## config.mk

```make
export PLATFORM = sky130hd
export DESIGN_NAME = implication_sweeper_flat
export DESIGN_NICKNAME = d
export VERILOG_FILES = /design/src/rtl/implication_sweeper_if.sv /design/src/rtl/implication_sweeper.sv /design/src/flat_wrapper.sv
export SDC_FILE = /design/constraint.sdc
export NUM_CORES = 1
export LEC_CHECK = 0
export BUFFER_PORTS_ARGS = -buffer_cell sky130_fd_sc_hd__buf_2
export CAP_MARGIN = 15
export CORE_ASPECT_RATIO = 0.75
export CORE_MARGIN = 8
export CORE_UTILIZATION = 43
export DETAILED_ROUTE_END_ITERATION = 12
export GPL_ROUTABILITY_DRIVEN = 0
export PLACE_DENSITY = 0.66
export SLEW_MARGIN = 20
export SYNTH_ARGS = -nofsm -noshare
export SYNTH_HDL_FRONTEND = slang
export SYNTH_SLANG_ARGS = --single-unit
export TNS_END_PERCENT = 10
```

## constraint.sdc

```tcl
create_clock -name clk -period 4.1 [get_ports clk]
set_input_delay 0.615 -clock clk [delete_from_list [all_inputs] [get_ports clk]]
set_output_delay 0.615 -clock clk [all_outputs]
set_load 0.05 [all_outputs]
```

## src/rtl/implication_sweeper_if.sv

```systemverilog
// Control, configuration and vector/result bundle between the sweeper and
// whatever drives it; master is the controller/consumer side.
interface implication_sweeper_if #(
    parameter int WIDTH = 2
);
    localparam int IDX_W = 2 * WIDTH;

    logic             start;
    logic             abort;
    logic [1:0]       op;
    logic             fault_en;
    logic [IDX_W-1:0] fault_idx;
    logic             vec_ready;

    logic             vec_valid;
    logic [WIDTH-1:0] vec_x;
    logic [WIDTH-1:0] vec_y;
    logic [WIDTH-1:0] res_a;
    logic [WIDTH-1:0] res_b;
    logic [IDX_W:0]   mismatch_cnt;
    logic             first_fail_valid;
    logic [IDX_W-1:0] first_fail_idx;
    logic             done;
    logic             pass;

    modport master (
        output start, abort, op, fault_en, fault_idx, vec_ready,
        input  vec_valid, vec_x, vec_y, res_a, res_b, mismatch_cnt,
               first_fail_valid, first_fail_idx, done, pass
    );

    modport slave (
        input  start, abort, op, fault_en, fault_idx, vec_ready,
        output vec_valid, vec_x, vec_y, res_a, res_b, mismatch_cnt,
               first_fail_valid, first_fail_idx, done, pass
    );
endinterface

```

## src/rtl/implication_sweeper.sv

```systemverilog
// Exhaustive two-input gate sweeper: a NAND-only netlist is compared against a
// behavioural expression for every (x, y) operand pair of the selected gate.
module implication_sweeper #(
    parameter int WIDTH = 2
) (
    input  logic                 clk,
    input  logic                 rst_n,
    implication_sweeper_if.slave bus
);
    localparam int IDX_W = 2 * WIDTH;

    // state  | meaning
    // IDLE   | waiting for start, vec_valid low
    // RUN    | presenting vectors, counting mismatches on each accept
    // DONE   | one-cycle done pulse, pass valid, then back to IDLE
    typedef enum logic [1:0] {
        S_IDLE = 2'd0,
        S_RUN  = 2'd1,
        S_DONE = 2'd2
    } state_t;

    state_t           state_q, state_d;
    logic [IDX_W-1:0] idx_q, idx_d;
    logic [1:0]       op_q, op_d;
    logic             fault_en_q, fault_en_d;
    logic [IDX_W-1:0] fault_idx_q, fault_idx_d;
    logic [IDX_W:0]   cnt_q, cnt_d;
    logic             ffv_q, ffv_d;
    logic [IDX_W-1:0] ffi_q, ffi_d;
    logic             pass_q, pass_d;

    wire  [WIDTH-1:0] x = idx_q[IDX_W-1:WIDTH];
    wire  [WIDTH-1:0] y = idx_q[WIDTH-1:0];
    wire  [WIDTH-1:0] res_s;
    wire              nop0, nop1;
    logic [WIDTH-1:0] res_a_v, res_b_v;
    logic             fault_hit, mis, run, last;

    nand u_nop0 (nop0, op_q[0], op_q[0]);
    nand u_nop1 (nop1, op_q[1], op_q[1]);

    // Per bit: four gate candidates, then a NAND-built 4:1 mux keyed by op_q.
    for (genvar i = 0; i < WIDTH; i++) begin : g_bit
        wire nx, ny, imp, cnv, nd, or_v, nr, m0a, m0b, m0, m1a, m1b, m1, oa, ob;
        nand u_nx  (nx,  x[i], x[i]);
        nand u_ny  (ny,  y[i], y[i]);
        nand u_imp (imp, x[i], ny);
        nand u_cnv (cnv, nx, y[i]);
        nand u_nd  (nd,  x[i], y[i]);
        nand u_or  (or_v, nx, ny);
        nand u_nr  (nr,  or_v, or_v);
        nand u_m0a (m0a, imp, nop0);
        nand u_m0b (m0b, cnv, op_q[0]);
        nand u_m0  (m0,  m0a, m0b);
        nand u_m1a (m1a, nd, nop0);
        nand u_m1b (m1b, nr, op_q[0]);
        nand u_m1  (m1,  m1a, m1b);
        nand u_oa  (oa,  m0, nop1);
        nand u_ob  (ob,  m1, op_q[1]);
        nand u_o   (res_s[i], oa, ob);
    end

    always_comb begin
        res_b_v = '0;
        case (op_q)
            2'd0:    res_b_v = ~x | y;
            2'd1:    res_b_v = x | ~y;
            2'd2:    res_b_v = ~(x & y);
            default: res_b_v = ~(x | y);
        endcase
    end

    assign fault_hit = fault_en_q && (idx_q == fault_idx_q);

    always_comb begin
        res_a_v    = res_s;
        res_a_v[0] = res_s[0] ^ fault_hit;
    end

    assign mis  = (res_a_v != res_b_v);
    assign run  = (state_q == S_RUN);
    assign last = (idx_q == {IDX_W{1'b1}});

    always_comb begin
        state_d     = state_q;
        idx_d       = idx_q;
        op_d        = op_q;
        fault_en_d  = fault_en_q;
        fault_idx_d = fault_idx_q;
        cnt_d       = cnt_q;
        ffv_d       = ffv_q;
        ffi_d       = ffi_q;
        pass_d      = pass_q;
        if (bus.abort) begin
            state_d = S_IDLE;
        end else begin
            case (state_q)
                S_IDLE: begin
                    if (bus.start) begin
                        op_d        = bus.op;
                        fault_en_d  = bus.fault_en;
                        fault_idx_d = bus.fault_idx;
                        idx_d       = '0;
                        cnt_d       = '0;
                        ffv_d       = 1'b0;
                        ffi_d       = '0;
                        pass_d      = 1'b0;
                        state_d     = S_RUN;
                    end
                end
                S_RUN: begin
                    if (bus.vec_ready) begin
                        if (mis) begin
                            cnt_d = cnt_q + (IDX_W+1)'(1);
                            if (!ffv_q) begin
                                ffv_d = 1'b1;
                                ffi_d = idx_q;
                            end
                        end
                        if (last) begin
                            state_d = S_DONE;
                            pass_d  = (cnt_d == '0);
                        end else begin
                            idx_d = idx_q + IDX_W'(1);
                        end
                    end
                end
                S_DONE:  state_d = S_IDLE;
                default: state_d = S_IDLE;
            endcase
        end
    end

    always_ff @(posedge clk or negedge rst_n) begin
        if (!rst_n) begin
            state_q     <= S_IDLE;
            idx_q       <= '0;
            op_q        <= '0;
            fault_en_q  <= 1'b0;
            fault_idx_q <= '0;
            cnt_q       <= '0;
            ffv_q       <= 1'b0;
            ffi_q       <= '0;
            pass_q      <= 1'b0;
        end else begin
            state_q     <= state_d;
            idx_q       <= idx_d;
            op_q        <= op_d;
            fault_en_q  <= fault_en_d;
            fault_idx_q <= fault_idx_d;
            cnt_q       <= cnt_d;
            ffv_q       <= ffv_d;
            ffi_q       <= ffi_d;
            pass_q      <= pass_d;
        end
    end

    assign bus.vec_valid        = run;
    assign bus.vec_x            = run ? x : '0;
    assign bus.vec_y            = run ? y : '0;
    assign bus.res_a            = run ? res_a_v : '0;
    assign bus.res_b            = run ? res_b_v : '0;
    assign bus.mismatch_cnt     = cnt_q;
    assign bus.first_fail_valid = ffv_q;
    assign bus.first_fail_idx   = ffi_q;
    assign bus.done             = (state_q == S_DONE);
    assign bus.pass             = pass_q;
endmodule

```

## src/flat_wrapper.sv

```systemverilog
// flat-port wrapper written by rule: the top's interface ports become plain ports
module implication_sweeper_flat 
#(
    parameter int WIDTH = 2
)
  (clk, rst_n, bus_start, bus_abort, bus_op, bus_fault_en, bus_fault_idx, bus_vec_ready, bus_vec_valid, bus_vec_x, bus_vec_y, bus_res_a, bus_res_b, bus_mismatch_cnt, bus_first_fail_valid, bus_first_fail_idx, bus_done, bus_pass);
  implication_sweeper_if #(.WIDTH(WIDTH)) bus_i ();
  input  logic clk;
  input  logic rst_n;
  input wire logic [$bits(bus_i.start)-1:0] bus_start;
  input wire logic [$bits(bus_i.abort)-1:0] bus_abort;
  input wire logic [$bits(bus_i.op)-1:0] bus_op;
  input wire logic [$bits(bus_i.fault_en)-1:0] bus_fault_en;
  input wire logic [$bits(bus_i.fault_idx)-1:0] bus_fault_idx;
  input wire logic [$bits(bus_i.vec_ready)-1:0] bus_vec_ready;
  output wire logic [$bits(bus_i.vec_valid)-1:0] bus_vec_valid;
  output wire logic [$bits(bus_i.vec_x)-1:0] bus_vec_x;
  output wire logic [$bits(bus_i.vec_y)-1:0] bus_vec_y;
  output wire logic [$bits(bus_i.res_a)-1:0] bus_res_a;
  output wire logic [$bits(bus_i.res_b)-1:0] bus_res_b;
  output wire logic [$bits(bus_i.mismatch_cnt)-1:0] bus_mismatch_cnt;
  output wire logic [$bits(bus_i.first_fail_valid)-1:0] bus_first_fail_valid;
  output wire logic [$bits(bus_i.first_fail_idx)-1:0] bus_first_fail_idx;
  output wire logic [$bits(bus_i.done)-1:0] bus_done;
  output wire logic [$bits(bus_i.pass)-1:0] bus_pass;
  assign bus_i.start = bus_start;
  assign bus_i.abort = bus_abort;
  assign bus_i.op = bus_op;
  assign bus_i.fault_en = bus_fault_en;
  assign bus_i.fault_idx = bus_fault_idx;
  assign bus_i.vec_ready = bus_vec_ready;
  assign bus_vec_valid = bus_i.vec_valid;
  assign bus_vec_x = bus_i.vec_x;
  assign bus_vec_y = bus_i.vec_y;
  assign bus_res_a = bus_i.res_a;
  assign bus_res_b = bus_i.res_b;
  assign bus_mismatch_cnt = bus_i.mismatch_cnt;
  assign bus_first_fail_valid = bus_i.first_fail_valid;
  assign bus_first_fail_idx = bus_i.first_fail_idx;
  assign bus_done = bus_i.done;
  assign bus_pass = bus_i.pass;
  implication_sweeper #(.WIDTH(WIDTH)) u_core (.clk(clk), .rst_n(rst_n), .bus(bus_i));
endmodule
```

==> impl_metrics.ini, run 1 <==
[outcome]
outcome = finished, final reports clean

[setup_path]
worstReg2RegEnd = u_core.bus.pass
crit_path_start_kind = register
cpMaxStageDelayCell = dfrtp_1
cpPeakStageDelay_ns = 0.51
rr_worst_depth = 4
worstPathCellList = mux2_2 -> a22o_1 -> xor2_1 -> nor2_1 -> buf_2
crit_buf_inv = 1
required_ns = 3.48
end_kind = primary output
crit_family = flip-flops
crit_path_max_fanout = 9
critical_path_class = register to primary output
cp.arrival_ns = 1.91
r2r_slack_ns = 2.16
reg2reg_from = u_core.state_q[1]

[cts]
cts_tree = built
post_cts_resized = 0
htree_num_levels = 1
cts_setup_buffers = 0
clkLatencyLatePin_ns = 0.27
holdBufCountCts = 0
root_buffer = clkbuf_8
cts_buffers = 3
cts_buffer_depth = 2
clkTransAtPathRegs_ns = 0.09
cts_sinks = 24

[sta]
clock_skew_ns = 0.00385
period_needed_ns = 2.53
setup_tns_ns = 0
hold_viol = 0
rsz0062_at_grt = no
worst_pin_slew_ns = 0.722
setup_viol = 0
fmax_mhz = 395
max_slew_margin = 0.516
finalCritPeriodShare = 0.617
worst_hold_slack_ns = 0.315
slew_viol_final = 0

[layout]
area_delta_synth_final_pct = 17.0
fin_nets = 195
multi_input_area_um2 = 731
drive_gt1_frac = 0.267
stdcell_count = 220
fillers = 324
regArea_um2 = 601
fin_area_um2 = 1640
antenna_cells = 0
final_core_util = 0.511

[die]
core_area_um2 = 3200
core.rowCount = 18
die-width_um = 81.8
die-area_um2 = 5350
die_height_um = 65.4
ios = 33
start_util = 0.437

[synthesis]
synth_area_leaders = dfrtp_1, nand2_1, mux2i_1
avgSynthCellArea_um2 = 9.26
synth_area_leader_cell = dfrtp_1
ys_types = 45
synthCells = 151
seq_area_frac_synth = 0.430
synth_edf_count = 0
ys_dominant_reg_cell = dfrtp_1
ys_ff_latch = 24
async_flop_share = 1.00
synth_nets = 165
netlist_area_um2 = 1400
synth_top_area_share = 0.430
ys_warn_count = 0

[global_routing]
grt_util_all_layers = 0.129
grt_max_degree = 25
overflow = 0
grt_first_pass_wirelength_um = 5510
grt_pass1_vias = 1145
grt_antenna_before_repair = 0

[drt]
vias_per_cell = 5.29
wl_per_cell_um = 14.8
drtIter0Drc = 85
totalWireLength_um = 3260
num_vias = 1164
drtPass1Iterations = 4
drc = 0
ant_nets = 0

[placement]
placed_area_um2 = 1560
post-place-cells = 216
port_buffers = 32
hpwl_um = 2480

[power]
p_leak_nw = 0.863
p_per_area_nw_per_um2 = 386
max-vdd-ir-drop_mv = 0.205

[min_path]
hold_path_class = primary input to asynchronous set/reset pin

[run]
drv_cap = 0
placed cells by master (no fill, tap or decap), types with 2 or more instances in the layout:
master	n
nand2_1	34
buf_2	32
dfrtp_1	24
o21ai_0	7
inv_1	6
nor3_1	6
nor2_1	6
xnor2_1	5
mux2i_1	5
nand3_1	4
nand2b_1	3
a21o_1	3
a21oi_1	3
clkbuf_8	3
mux2_2	2
a22o_1	2
xor2_1	2
a221oi_1	2
or3_1	2
o211a_1	2
a32o_1	2
a31oi_1	2
ha_1	2
kinds of logic after synthesis:
| kind of cell | count (synthesis) | share of synthesized area |
|---|---|---|
| AOI/OAI and AO/OA | 30 | 0.165 |
| DFF | 24 | 0.430 |
| buffers and inverters | 13 | 0.0510 |
| adders and majority gates | 2 | 0.0179 |
| and+or+nand+nor | 68 | 0.241 |
| muxes | 7 | 0.0519 |
| xor gates and xnor gates | 7 | 0.0439 |
metrics by stage:
stage / worst slack, ns / power (mW)
6_report: 1.57 / 0.632
5_1_grt: 1.50 / 0.666
4_1_cts: 1.56 / 0.637
3_5_place_dp: 1.87 / 0.430
3_3_place_gp: 1.90 / 0.425
2_1_floorplan: 1.41 / 0.393
flip-flops by register name (all words and copies together), names as in the netlist:
register and flops:
u_core.bus.mismatch_cnt 5, u_core.bus.first_fail_idx 4, u_core.fault_idx_q 4, u_core.idx_q 4, u_core.op_q 2, u_core.state_q 2, u_core.bus.first_fail_valid 1, u_core.bus.pass 1
u_core.fault_en_q 1
synth_stat cells, drive strengths merged (2+ instances only):
cell	n
a21o	3
a21oi	3
a221oi	2
a22o	2
a31oi	2
a32o	2
buf	5
clkbuf	2
dfrtp	24
ha	2
inv	6
mux2	2
mux2i	5
nand2	35
nand2b	4
nand3	5
nor2	7
nor3	7
o211a	2
o21ai	8
or3	2
xnor2	5
xor2	2
where the power goes:
group | switching [mW] | internal [mW]
clock network | 0.0765 | 0.131
registers | 0.0255 | 0.255
logic | 0.0958 | 0.0485
worst max-delay path by stage:
| stage | cells past startpoint | from | end |
|---|---|---|---|
| 5_1_grt | 5 | u_core.idx_q[2] | bus_res_a[0] |
| 3_5_place_dp | 5 | u_core.idx_q[2] | bus_res_a[0] |
| 6_report | 5 | u_core.idx_q[2] | bus_res_a[0] |
| 4_1_cts | 5 | u_core.idx_q[2] | bus_res_a[0] |
| 3_3_place_gp | 5 | u_core.idx_q[2] | bus_res_a[0] |
| 2_1_floorplan | 3 | u_core.idx_q[3] | bus_res_a[1] |
routing by layer:
| metal | global-route usage | vias up | part of all wire | routed length [µm] |
|---|---|---|---|---|
| met5 | 0 | - | 0 | 0 |
| met4 | 0.0197 | 0 | 0.0046 | 15 |
| met1 | 0.165 | 556 | 0.46 | 1510 |
| met3 | 0.0395 | 2 | 0.046 | 151 |
| met2 | 0.212 | 22 | 0.49 | 1580 |
| li1 | - | 584 | - | - |
area by class of cell:
cell class                 instances  share of cell area
tap                               40              0.0306
inverter                           6              0.0138
clock buffer                       3              0.0252
timing repair buffer              32              0.0979
sequential                        24               0.367
clock inverter                     1              0.0184
multi-input combinational        114               0.447
Power figures use the tool's default switching activity.
==> run 2, diff against run 1 <==
--- a/config.mk
+++ b/config.mk
@@ -5,6 +5,7 @@
 export SDC_FILE = /design/constraint.sdc
 export NUM_CORES = 1
 export LEC_CHECK = 0
+export ABC_AREA = 1
 export BUFFER_PORTS_ARGS = -buffer_cell sky130_fd_sc_hd__buf_2
 export CAP_MARGIN = 15
 export CORE_ASPECT_RATIO = 0.75
@@ -12,7 +13,7 @@
 export CORE_UTILIZATION = 43
 export DETAILED_ROUTE_END_ITERATION = 12
 export GPL_ROUTABILITY_DRIVEN = 0
-export PLACE_DENSITY = 0.66
+export PLACE_DENSITY = 0.68
 export SLEW_MARGIN = 20
 export SYNTH_ARGS = -nofsm -noshare
 export SYNTH_HDL_FRONTEND = slang
==> constraint.sdc (replaced) <==
create_clock -name clk -period 2.3 [get_ports clk]
set_input_delay 0.345 -clock clk [delete_from_list [all_inputs] [get_ports clk]]
set_output_delay 0.345 -clock clk [all_outputs]
set_load 0.05 [all_outputs]
==> run 2 against run 1 <==
Effect of this change: clock skew hardly changed; sequential share of layout area is 2.1 points lower; via count is 12% higher; critical path type unchanged; critical endpoint unchanged; highest routed layer unchanged.
==> impl_metrics.ini, run 2 <==
[synthesis]
async_flop_share = 1.00
yosysMostFrequentCell = nand2_1
synthCells = 194
avgSynthCellArea_um2 = 7.68
netlist_area_um2 = 1490
synth_top_area_share = 0.403
synth_area_leader_cell = dfrtp_1
synth_edf_count = 0
synth_commonest_cells = nand2_1, dfrtp_1, inv_1, nor2_1, nand3_1
synth_area_leaders = dfrtp_1, nand2_1, inv_1
synth_nets = 208
ys_ff_latch = 24
ys_dominant_reg_cell = dfrtp_1
ys_warn_count = 0
ys_types = 29
seq_area_frac_synth = 0.403

[setup_path]
end_kind = primary output
critPathLaunch = u_core.idx_q[0]
worstPathCellList = inv_2 -> nand2_1 -> inv_1 -> nor2_1 -> nand3_4 -> o21ai_0 -> a21oi_1 -> clkbuf_4
cpMaxStageDelayCell = dfrtp_1
crit_path_start_kind = register
cp.arrival_ns = 1.76
required_ns = 1.96
reg2reg_from = u_core.idx_q[0]
cpPeakStageDelay_ns = 0.44
critical_path_class = register to primary output
crit_path_max_fanout = 8

[sta]
worst_hold_slack_ns = 0.0500
slew_viol_final = 0
setup_tns_ns = 0
finalCritPeriodShare = 0.917
setup_viol = 0
period_needed_ns = 2.11
rsz0062_at_grt = no
finalWorstSetupSlack_ns = 0.191
worst_pin_slew_ns = 0.536
fmax_mhz = 474
max_slew_margin = 0.643
clock_skew_ns = 0.00379
hold_viol = 0

[die]
die-area_um2 = 5620
die_height_um = 67.0
core.rowCount = 18
core_area_um2 = 3310
die-width_um = 84.0
ios = 33
start_util = 0.450

[drt]
totalWireLength_um = 3400
wl_per_cell_um = 12.7
drtPass1Iterations = 4
drtIter0Drc = 55
drc = 0
num_vias = 1305
vias_per_cell = 4.87
ant_nets = 0

[cts]
clkTransAtPathRegs_ns = 0.08
cts_tree = built
cts_setup_buffers = 0
post_cts_resized = 0
cts_buffers = 3
clkLatencyLatePin_ns = 0.26
holdBufCountCts = 0
root_buffer = clkbuf_8
htree_num_levels = 1
cts_sinks = 24
cts_buffer_depth = 2

[layout]
fin_area_um2 = 1740
final_common_cell = nand2_1
final_core_util = 0.525
stdcell_count = 268
largest_reg_flops = 5
drive_gt1_frac = 0.303
final_cell_mix = nand2_1, buf_2, dfrtp_1, inv_1, nor2_1
antenna_cells = 0
fin_nets = 244
area_delta_synth_final_pct = 16.5

[placement]
placed_area_um2 = 1690
hpwl_um = 2630
pre_cts_ws_ns = 0.419
post-place-cells = 265
port_buffers = 32

[power]
clkPwrFrac = 0.115
max-vdd-ir-drop_mv = 0.720
p_leak_nw = 0.971
seq_power_share = 0.296
p_sw_frac = 0.538
switchingPower_mw = 1.17
p_per_area_nw_per_um2 = 1250
internal_power_mw = 1.00
p_comb_frac = 0.589
power_mw = 2.17

[global_routing]
grt_max_degree = 25
grt_pass1_vias = 1254
grt_util_all_layers = 0.130
grt_first_pass_wirelength_um = 6030
grt_antenna_before_repair = 0
overflow = 0

[min_path]
hold_path_class = primary input to asynchronous set/reset pin

[outcome]
outcome = finished, final reports clean

[run]
drv_cap = 0
==> run 2: changes by cell type after synthesis, moves of 4 or more <==
| cell | delta |
|---|---|
| nand2_1 | +27 |
| inv_1 | +14 |
| nor2_1 | +11 |
| inv_2 | +7 |
| nand3_1 | +7 |
| nand2_2 | +6 |
| nor3_1 | -6 |
| mux2i_1 | -5 |
| o21ai_2 | +4 |
==> run 2: worst paths after layout <==
path | slack (ns) | cells past startpoint | end
worst max-delay path | 0.19 | 8 | bus_res_a[0]
min in group clk | 0.28 | 3 | u_core.fault_en_q
worst max register to register | 0.41 | 9 | u_core.idx_q[3]
max in group asynchronous | 1.89 | 1 | u_core.state_q[1]
worst min-delay path | 0.05 | 1 | u_core.fault_idx_q[1]
worst min register to register | 0.49 | 2 | u_core.bus.first_fail_idx[0]
==> run 2: per-layer routing <==
metal	GRT usage	routed length (µm)
met3	0.0463	215
met2	0.192	1370
met1	0.177	1800
met5	0	0
met4	0.0279	18
==> run 2: worst max-delay path, delay by kind of cell (launching register included) <==
family,cells,cell delay (ns)
and+or+nand+nor,3,0.47
DFF,1,0.44
buffers and inverters,3,0.36
AOI/OAI and AO/OA,2,0.23
==> run 2: power groups by stage <==
stage | combinational [mW] | clock (mW) | sequential (mW)
detailed placement | 1.26 | 0 | 0.650
global route | 1.42 | 0.270 | 0.660
finish | 1.28 | 0.250 | 0.643
floorplan | 0.929 | 0 | 0.727
global placement | 1.26 | 0 | 0.648
CTS | 1.27 | 0.260 | 0.642
==> run 2: cells by family (layout without fill, tap and decap cells) <==
group                    Yosys count  after routing  share of synthesized area
AND/OR/NAND/NOR                  107            107                      0.341
AO/OA/AOI/OAI                     25             25                      0.118
buffers and inverters             31             65                     0.0915
flip-flops                        24             24                      0.403
adder cells (fa/ha/maj)            2              2                     0.0168
XOR/XNOR                           5              5                     0.0294
==> run 2: layout make-up <==
class	instances	area, µm²
flip-flops and latches	24	601
multi-input cells	139	761
clock buffers	3	41.3
inverters	29	114
fillers	340	1570
repair buffers	33	170
well taps	40	50.0
==> run 3, diff against run 2 <==
--- a/config.mk
+++ b/config.mk
@@ -8,12 +8,14 @@
 export ABC_AREA = 1
 export BUFFER_PORTS_ARGS = -buffer_cell sky130_fd_sc_hd__buf_2
 export CAP_MARGIN = 15
+export CELL_PAD_IN_SITES_DETAIL_PLACEMENT = 1
+export CELL_PAD_IN_SITES_GLOBAL_PLACEMENT = 2
 export CORE_ASPECT_RATIO = 0.75
 export CORE_MARGIN = 8
-export CORE_UTILIZATION = 43
+export CORE_UTILIZATION = 27
 export DETAILED_ROUTE_END_ITERATION = 12
 export GPL_ROUTABILITY_DRIVEN = 0
-export PLACE_DENSITY = 0.68
+export PLACE_DENSITY_LB_ADDON = 0.1
 export SLEW_MARGIN = 20
 export SYNTH_ARGS = -nofsm -noshare
 export SYNTH_HDL_FRONTEND = slang
==> run 3 against run 2 <==
Effect of this change: clock skew grew 0.0095 ns; non-clock buffer count is the same; maximum frequency shrank 2.1%; sequential share of layout area shrank 1.2 points; register-to-register slack gained 0.03 ns; first-iteration DRC count shrank 45%; via count grew 3.8%; critical path depth shrank 2; final cell count grew 13%; largest power group unchanged; highest routed layer unchanged.
==> impl_metrics.ini, run 3 (synthesis gave the netlist of run 2 again) <==
[sta]
fmax_mhz = 464
clock_skew_ns = 0.0133
finalWorstSetupSlack_ns = 0.145
period_needed_ns = 2.15
hold_viol = 0
setup_viol = 0
max_slew_margin = 0.603
slew_viol_final = 0
finalCritPeriodShare = 0.937
rsz0062_at_grt = no
worst_hold_slack_ns = 0.0468
setup_tns_ns = 0
worst_pin_slew_ns = 0.596

[placement]
port_buffers = 32
hpwl_um = 3630
pre_cts_ws_ns = 0.377
post-place-cells = 300
placed_area_um2 = 1730

[cts]
cts_tree = built
cts_setup_buffers = 0
cts_buffers = 3
cts_buffer_depth = 2
holdBufCountCts = 0
clkLatencyLatePin_ns = 0.28
clkTransAtPathRegs_ns = 0.10
post_cts_resized = 0
htree_num_levels = 1
root_buffer = clkbuf_8
cts_sinks = 24

[power]
p_per_area_nw_per_um2 = 1310
clkPwrFrac = 0.165
max-vdd-ir-drop_mv = 0.629
p_comb_frac = 0.561
p_leak_nw = 0.983
switchingPower_mw = 1.25
power_mw = 2.37
seq_power_share = 0.273
p_sw_frac = 0.527
internal_power_mw = 1.12

[die]
die-area_um2 = 8180
core_area_um2 = 5320
core.rowCount = 23
start_util = 0.280
die_height_um = 80.3
die-width_um = 102
ios = 33

[global_routing]
grt_util_all_layers = 0.121
overflow = 0
grt_first_pass_wirelength_um = 7730
grt_pass1_vias = 1502
grt_max_degree = 25
grt_antenna_before_repair = 0

[drt]
num_vias = 1355
drtPass1Iterations = 4
vias_per_cell = 4.46
ant_nets = 0
totalWireLength_um = 4540
drc = 0
drtIter0Drc = 30
wl_per_cell_um = 14.9

[setup_path]
critical_path_class = register to primary output
timing.critical_path.mode_cell = o21ai_0
required_ns = 1.96
r2r_slack_ns = 0.44
worstPathCellList = o21ai_0 -> nand2_1 -> xor2_1 -> o21ai_0 -> a21oi_1 -> clkbuf_4
end_kind = primary output
cpPeakStageDelay_ns = 0.47
crit_path_max_fanout = 8
cpMaxStageDelayCell = dfrtp_2
crit_path_start_kind = register
cp.arrival_ns = 1.81

[layout]
largest_reg_flops = 5
drive_gt1_frac = 0.319
fin_nets = 244
area_delta_synth_final_pct = 21.1
final_cell_mix = nand2_1, buf_2, dfrtp_1, inv_1, nor2_1
final_core_util = 0.339
final_common_cell = nand2_1
stdcell_count = 304
antenna_cells = 0
fin_area_um2 = 1800
fillers = 674

[run]
drv_cap = 0

[outcome]
outcome = finished, final reports clean

[min_path]
hold_path_class = primary input to asynchronous set/reset pin
## run 3: cell count changes in the layout (fill, tap and decap cells not counted)
cell / delta
inv_1: -2
inv_2: +2
bufinv_16: +1
dfrtp_1: -1
dfrtp_2: +1
nand3_2: +1
nand3_4: -1
## run 3: worst paths after layout
kind	startpoint	end	depth (start not counted)
max reg2reg	u_core.idx_q[0]	u_core.fault_idx_q[0]	9
min in group clk	bus_op[0]	u_core.op_q[0]	3
min reg2reg	u_core.bus.pass	u_core.bus.pass	2
max in group asynchronous	rst_n	u_core.idx_q[2]	1
max	u_core.idx_q[2]	bus_res_a[0]	6
min	rst_n	u_core.bus.first_fail_idx[2]	1
## run 3: critical path: cells and delay by family, from the launching register on
family,cells,cell delay [ns]
and+or+nand+nor,1,0.11
DFF,1,0.47
buffers and inverters,1,0.25
AOI/OAI and AO/OA,3,0.47
xor gates and xnor gates,1,0.23
## run 3: layout make-up
cell class	instances	area, µm²	area share
clock buffer	3	41.3	0.0229
clock inverter	1	30.0	0.0166
inverter	29	114	0.0631
multi-input combinational	139	753	0.417
sequential	24	602	0.334
tap	75	93.8	0.0520
timing repair buffer	33	170	0.0943
## run 3: power groups by stage
stage               combinational (mW)  clock (mW)  sequential, mW
floorplan                        0.929           0           0.727
global placement                  1.31           0           0.651
detailed placement                1.33           0           0.652
CTS                               1.34       0.403           0.648
global route                      1.46       0.421           0.668
finish                            1.33       0.392           0.647
## run 3: routing by layer
metal,up-vias,routed length [µm],global-route usage
met2,28,1940,0.182
li1,675,-,-
met3,2,188,0.0371
met5,-,0,0
met1,650,2390,0.167
met4,0,19,0.0178
